**config.mk**
```make
export PLATFORM = sky130hd
export DESIGN_NAME = b02_line_scheduler
export DESIGN_NICKNAME = d
export VERILOG_FILES = /design/src/rtl/b02_line_scheduler.sv
export SDC_FILE = /design/constraint.sdc
export NUM_CORES = 1
export LEC_CHECK = 0
export BUFFER_PORTS_ARGS = -buffer_cell sky130_fd_sc_hd__clkbuf_2
export CORE_MARGIN = 2
export CORE_UTILIZATION = 28
export CTS_BUF_LIST = sky130_fd_sc_hd__clkbuf_2 sky130_fd_sc_hd__clkbuf_4 sky130_fd_sc_hd__clkbuf_8
export CTS_CLUSTER_DIAMETER = 30
export CTS_CLUSTER_SIZE = 20
export DETAILED_ROUTE_END_ITERATION = 8
export PLACE_DENSITY = 0.56
export SYNTH_ARGS = -nofsm -noshare
export SYNTH_HDL_FRONTEND = slang
export SYNTH_SLANG_ARGS = --single-unit
```
**constraint.sdc**
```tcl
create_clock -name clock -period 2.7 [get_ports clock]
set_input_delay 0.675 -clock clock [delete_from_list [all_inputs] [get_ports clock]]
set_output_delay 0.675 -clock clock [all_outputs]
set_load 0.005 [all_outputs]
```
**src/rtl/b02_line_scheduler.sv**
```systemverilog
// Round-robin scheduler that time-shares one serial-line recognizer between NREQ requesters.
// Each grant clears the recognizer, shifts a nibble MSB-first, samples u and returns a tagged result.
module b02_line_scheduler #(
    parameter int NREQ     = 4,
    parameter int IDW      = 2,
    parameter int RESP_LAT = 1,
    parameter int CNTW     = 8
) (
    input  logic              clock,
    input  logic              reset,
    input  logic [NREQ-1:0]   req_valid,
    input  logic [4*NREQ-1:0] req_data,
    output logic [NREQ-1:0]   req_ready,
    output logic              linea,
    output logic              rec_clear,
    input  logic              u,
    output logic              rsp_valid,
    output logic [IDW-1:0]    rsp_id,
    output logic              rsp_match,
    output logic              busy,
    output logic [CNTW-1:0]   match_count
);

    typedef enum logic [2:0] {
        S_IDLE,
        S_CLR,
        S_SHIFT,
        S_WAIT,
        S_RESP
    } state_t;

    state_t         state;
    logic [IDW-1:0] last_grant;
    logic [IDW-1:0] cur_id;
    logic [3:0]     nibble;
    logic [1:0]     bit_idx;
    logic [2:0]     wait_cnt;

    logic            hi_found;
    logic            lo_found;
    logic [IDW-1:0]  hi_idx;
    logic [IDW-1:0]  lo_idx;
    logic            grant_any;
    logic [IDW-1:0]  grant_idx;
    logic [NREQ-1:0] grant_oh;
    logic [3:0]      grant_nib;

    function automatic logic [CNTW-1:0] sat_inc(input logic [CNTW-1:0] v);
        return (&v) ? v : v + CNTW'(1);
    endfunction

    // Lowest valid index above last_grant wins; otherwise wrap to the lowest valid index overall.
    always_comb begin
        hi_found  = 1'b0;
        lo_found  = 1'b0;
        hi_idx    = '0;
        lo_idx    = '0;
        for (int i = NREQ - 1; i >= 0; i--) begin
            if (req_valid[i]) begin
                if (IDW'(i) > last_grant) begin
                    hi_found = 1'b1;
                    hi_idx   = IDW'(i);
                end else begin
                    lo_found = 1'b1;
                    lo_idx   = IDW'(i);
                end
            end
        end
        grant_any = hi_found | lo_found;
        grant_idx = hi_found ? hi_idx : lo_idx;
        grant_oh  = '0;
        grant_nib = '0;
        for (int i = 0; i < NREQ; i++) begin
            if (IDW'(i) == grant_idx) begin
                grant_oh[i] = grant_any;
                grant_nib   = req_data[4*i +: 4];
            end
        end
    end

    // State names the work done at the coming edge; outputs appear in the cycle after it.
    always_ff @(posedge clock) begin
        if (reset) begin
            state       <= S_IDLE;
            last_grant  <= IDW'(NREQ - 1);
            req_ready   <= '0;
            linea       <= 1'b0;
            rec_clear   <= 1'b0;
            rsp_valid   <= 1'b0;
            rsp_id      <= '0;
            rsp_match   <= 1'b0;
            busy        <= 1'b0;
            match_count <= '0;
            bit_idx     <= '0;
            wait_cnt    <= '0;
        end else begin
            req_ready <= '0;
            linea     <= 1'b0;
            rec_clear <= 1'b0;
            rsp_valid <= 1'b0;
            busy      <= (state != S_IDLE);
            case (state)
                S_IDLE: begin
                    if (grant_any) begin
                        req_ready  <= grant_oh;
                        nibble     <= grant_nib;
                        cur_id     <= grant_idx;
                        last_grant <= grant_idx;
                        state      <= S_CLR;
                    end
                end
                S_CLR: begin
                    rec_clear <= 1'b1;
                    bit_idx   <= 2'd3;
                    state     <= S_SHIFT;
                end
                S_SHIFT: begin
                    linea   <= nibble[bit_idx];
                    bit_idx <= bit_idx - 2'd1;
                    if (bit_idx == 2'd0) begin
                        wait_cnt <= '0;
                        state    <= S_WAIT;
                    end
                end
                S_WAIT: begin
                    if (wait_cnt == 3'(RESP_LAT - 1)) begin
                        state <= S_RESP;
                    end else begin
                        wait_cnt <= wait_cnt + 3'd1;
                    end
                end
                S_RESP: begin
                    rsp_valid <= 1'b1;
                    rsp_id    <= cur_id;
                    rsp_match <= u;
                    if (u) begin
                        match_count <= sat_inc(match_count);
                    end
                    state <= S_IDLE;
                end
                default: state <= S_IDLE;
            endcase
        end
    end

endmodule

```
# Word level (Yosys, flattened, before mapping)
# Index checks and enable logic that the tools add are counted.
# classes
bitwise_logic	6
n_lt_le_gt_ge	5
add_sub_neg	3
reduce_logical	15
mux	53
n_eq_ne	11
# op_table
operator	n
2-bit 2-to-1 mux	17
1-bit 2-to-1 mux	23
4-bit 2-to-1 mux	4
3-bit 2-to-1 mux	5
3-bit one-hot mux with 4 select lines	1
3-bit AND reduction	4
8-bit by 1-bit adder with 8-bit output, second input constant	1
2-bit != test, second input constant	4
8-bit AND reduction	1
3-bit by 2-bit equality test with 1-bit output, second input constant	2
3-bit logical NOT	2
3-bit one-hot mux with 2 select lines	1
1-bit NOT	5
2-bit equality test, first input constant	2
1-bit by 2-bit greater-than comparator with 1-bit output, first input constant	2
2-bit greater-than comparator, first input constant	2
2-bit logical NOT	2
2-bit one-hot mux with 2 select lines	1
2-bit nonzero test	2
3-bit by 1-bit adder with 3-bit output, second input constant	1
3-bit by 1-bit equality test with 1-bit output, second input constant	1
3-bit equality test, second input constant	1
2-bit by 3-bit < comparator with 1-bit output, second input constant	1
3-bit nonzero test	1
7 further kinds	7
# totals
input_bits	23
out_inout_bits	19
elab_cells	107
reg_bits	35

# Depth between registers and ports, before layout
# depth
word_depth	15
depth_mapped	7
ltp_nobuf	6

# Worst setup path after synthesis
# Ideal clock, no wire load.
# synth_timing
path_kind	in2reg
startpoint	input req_valid[3]
endpoint	register cur_id[0] (enable)
t_arrival_ps	1420
slack_ps	921
n_path_buf	1
stages	4
path_cell_list	buf_6 -> nor4_1 -> nand2b_2 -> nor2_1
# synth_between
elab_chain_len	9
elab_cells_between_ends	16
classes_between	14 x mux; 1 x bitwise; 1 x reduce/logical
# synth_rtl
element	line_no	text
start: declaration	11	input logic [NREQ-1:0] req_valid,
1-bit 2-to-1 mux	59	if (req_valid[i]) begin
1-bit 2-to-1 mux	60	if (IDW'(i) > last_grant) begin
1-bit 2-to-1 mux	59	
1-bit 2-to-1 mux	60	
1-bit 2-to-1 mux	59	
1-bit 2-to-1 mux	60	
1-bit 2-to-1 mux	59	
1-bit bitwise OR (*)	69	grant_any = hi_found | lo_found;
3-bit AND reduction (no source line) (*)	-	
end signal: assignment	107	cur_id <= grant_idx;
end: declaration	34	logic [IDW-1:0] cur_id;
# Every way passes the cells marked *; elsewhere a longest branch is shown, timed or not.
# A chain may end at the register's enable or synchronous reset.

# Worst setup path in the final report
# layout_timing
startpoint	input req_valid[3]
endpoint	register nibble[1] (enable)
# layout_between
elab_chain_len	9
elab_cells_between_ends	16
classes_between	14 x mux; 1 x bitwise; 1 x reduce/logical
# layout_rtl
element	line_no	text
1-bit 2-to-1 mux	59	
1-bit 2-to-1 mux	60	
1-bit 2-to-1 mux	59	
1-bit 2-to-1 mux	60	
1-bit 2-to-1 mux	59	
1-bit 2-to-1 mux	60	
1-bit 2-to-1 mux	59	
1-bit bitwise OR (*)	69	
3-bit AND reduction (no source line) (*)	-	
end signal: assignment	106	nibble <= grant_nib;
end: declaration	35	logic [3:0] nibble;
# Marks and branches as above.

==> key figures <==
Finish
  – Layout area overhead: 19.8%
  – Highest-count cells in the layout ignoring fill and taps: 41 x clkbuf_2, 29 x dfxtp_1, 23 x nor2_1, 12 x nand2_1, 10 x o21ai_0
  – Share of layout cells above drive strength 1: 27.1%
  – Final Instance Count excl. Fillers: between 300 and 400
  – Net count, final: 255
  – Commonest non-fill, non-tap cell in the layout: clkbuf_2
  – Fin util: 34.1%
  – Inserted Diodes: 0

Min path
  – Min-delay src: rsp_id[1]$_SDFFE_PP0P_
  – Hold WC Path Type: reg2reg
  – Hold Path Sink: rsp_id[1]$_SDFFE_PP0P_
  – Hold path depth: 2

Floorplanning
  – Core footprint: 0.00624 sq mm
  – Initial Util: 28.4%
  – Full die area: 0.00699 sq mm
  – Rows: 29
  – Top Ports: 42
  – Die span in y: between 80 and 90 microns
  – Die extent in x: approximately 84 microns

CTS
  – Sink Count: 35
  – CTS resizes: 0
  – Cts hold-fix bufs: 0
  – Worst-skew pair later-pin latency: between 200 and 300 ps
  – Clock transition at path regs: 70 ps
  – Clock buffer depth: 2
  – CTS Buf Count: 5
  – CTS tree: done
  – # Post-CTS Setup Buffers: 0
  – H-tree lvl count: 2
  – Root Buffer Master: clkbuf_8

Power
  – Total power: 1370 uW
  – Cell area power density: between 600 and 700 mW/mm^2
  – Static leakage: about 0.00086 uW
  – Peak VDD IR: roughly 0.27 mV

Synthesis
  – Top_reg_cell synth: dfxtp_1
  – Largest area contributor in the netlist: dfxtp_1
  – Syn Nets: around 220
  – Yosys top cell area share: between 30% and 40%
  – Synth Cell Area: ~0.0018 sq mm
  – Part of the Yosys area used for sequential elements: between 40% and 50%
  – Yosys warns: 0
  – Synth Instances: between 150 and 200
  – Post-Syn Area per Cell: 9.39 sq um
  – Post-synthesis async set-or-reset flop share: 0%
  – Netlist cell types: 50
  – Flops & latches, synth: 35
  – Top cells by area, synth: dfxtp_1 33%, edfxtp_1 10%, nor2_1 4.9%, a32oi_1 4.4%, xor2_1 3.0%
  – EDFF count, synth: 6

Worst setup path
  – Reg2Reg Capture Point: nibble[1]$_DFFE_PP_
  – Cells on worst reg2reg path: 3
  – Startpoint types: input port
  – Worst path required time: ~2600 ps
  – CP Max Fanout: 8
  – CP endpoint kind: flip-flop
  – RR Startpoint: state[2]$_SDFFE_PP0P_
  – Reg2reg setup slack: ~950 ps
  – CP Data Arrival Time: roughly 1700 ps
  – Critical path type: in2reg

Run status
  – Status: complete, no violations

Place
  – Placed wire-length estimate: about 2600 microns
  – RD Place Congestion: between 0.7 and 0.8
  – Placed cell count: ~300
  – I/O Buffers: 41

Routing
  – Routed wire length: around 3600 microns
  – Number of remaining DRC errors: 0
  – Avg Vias per Cell: a little under 5
  – Drt first pass iters: 4
  – Via count: 1500
  – Wire per inst: 11.6 microns
  – Number of DRC markers in iteration 0: between 60 and 70
  – Antenna-violating nets left: 0

GRT
  – Vias in the first global route: around 1400
  – Grt ovf: 0
  – Largest net degree at the start of global routing: 26
  – GR Util All Layers: between 10% and 20%
  – Initial antenna violation count: 0
  – Global-route wire length before repair: about 6000 microns

STA
  – Slew @ Worst Pin: about 530 ps
  – Slew HR: 64.6%
  – Fin. max-slew vios: 0
  – Final Hold Fails: 0
  – Peak Freq: ~570 MHz
  – Post-layout min period: around 1800 ps
  – Number of setup violations in the final report: 0
  – Setup TNS: 0 ps
  – Final worst-path cycle share: about two thirds
  – RSZ-0062 raised after global routing: false
  – Final Skew: ~2.9 ps

Job
  – Max_cap viols: 0
synth_stat cells, drive strengths merged, types with 2 or more instances:
cell type	number
and2	2
a211o	2
a211oi	2
dfxtp	29
o2111ai	2
and3	3
nand3	9
a2111oi	2
a21oi	9
mux2i	4
a32oi	9
edfxtp	6
nor4	5
nor2b	4
nand3b	3
inv	6
nor3	4
nor2	25
buf	7
o211ai	2
nand2b	4
a21o	2
clkbuf	3
nand2	12
ha	4
o21ai	11
xor2	6
final cells by class:
cell class | count | area [sq um]
clock buffer | 5 | 68.8
clock inverter | 3 | 38.8
multi-input combinational | 138 | 923
inverter | 6 | 25.0
timing repair buffer | 42 | 213
sequential | 35 | 761
fill | 664 | 4120
tap | 77 | 96.3
through the flow:
stage	setup slack (ps)	hold WS (ps)	area (sq um)
floorplan	921	453	1770
global placement	688	448	2020
detailed placement	627	456	2020
CTS	932	466	2130
global route	857	486	2130
finish	938	459	2130
worst max-delay path, cell delays in order:
cell      delay, ps
clkbuf_2        190
nor4_1          100
nand2b_2        270
nor2_1          450
sequential cells by signal (all words and copies together), names as in the netlist:
name and flops:
rsp_id 2, state 3, busy 1, last_grant 2, req_ready 4, rsp_match 1
cur_id 2, match_count 8, rsp_valid 1, bit_idx 2, wait_cnt 3, linea 1
rec_clear 1, nibble 4
routing by layer:
layer / vias up / part of all wire (%) / track usage (%)
met2: 47 / 44 / 16.6
met5: - / 0 / 0
met4: 0 / 1.5 / 3.96
met1: 678 / 48 / 13.1
li1: 769 / - / -
met3: 6 / 6.6 / 3.66
how the worst max path moves through the flow:
stage,from,to,slack (ps),cells after the start
after floorplan,req_valid[3],cur_id[0]$_DFFE_PP_,920,4
after global placement,req_valid[3],nibble[1]$_DFFE_PP_,690,4
after detailed placement,req_valid[3],nibble[1]$_DFFE_PP_,630,4
after CTS,req_valid[3],nibble[1]$_DFFE_PP_,930,4
after global routing,state[2]$_SDFFE_PP0P_,nibble[1]$_DFFE_PP_,860,3
final,req_valid[3],nibble[1]$_DFFE_PP_,940,4
power breakdown:
group | total (uW) | switching (uW) | leakage (uW) | internal (uW)
logic | 285 | 162 | 0.000517 | 123
clock network | 449 | 179 | 0.0000556 | 270
registers | 633 | 46.1 | 0.000293 | 587
cell families (layout without fill, tap and decap cells):
logic type                 Yosys count  after routing  share of synthesized area [%]
and+or+nand+nor                     77             77                           24.8
AOI/OAI and AO/OA                   46             46                           18.5
DFF                                 35             35                           42.9
buffers and inverters               16             56                           5.08
xor gates and xnor gates             6              6                           2.96
muxes                                5              5                           2.89
adders and majority gates            4              4                           2.82
No activity file was read; power rests on OpenSTA's default activity.
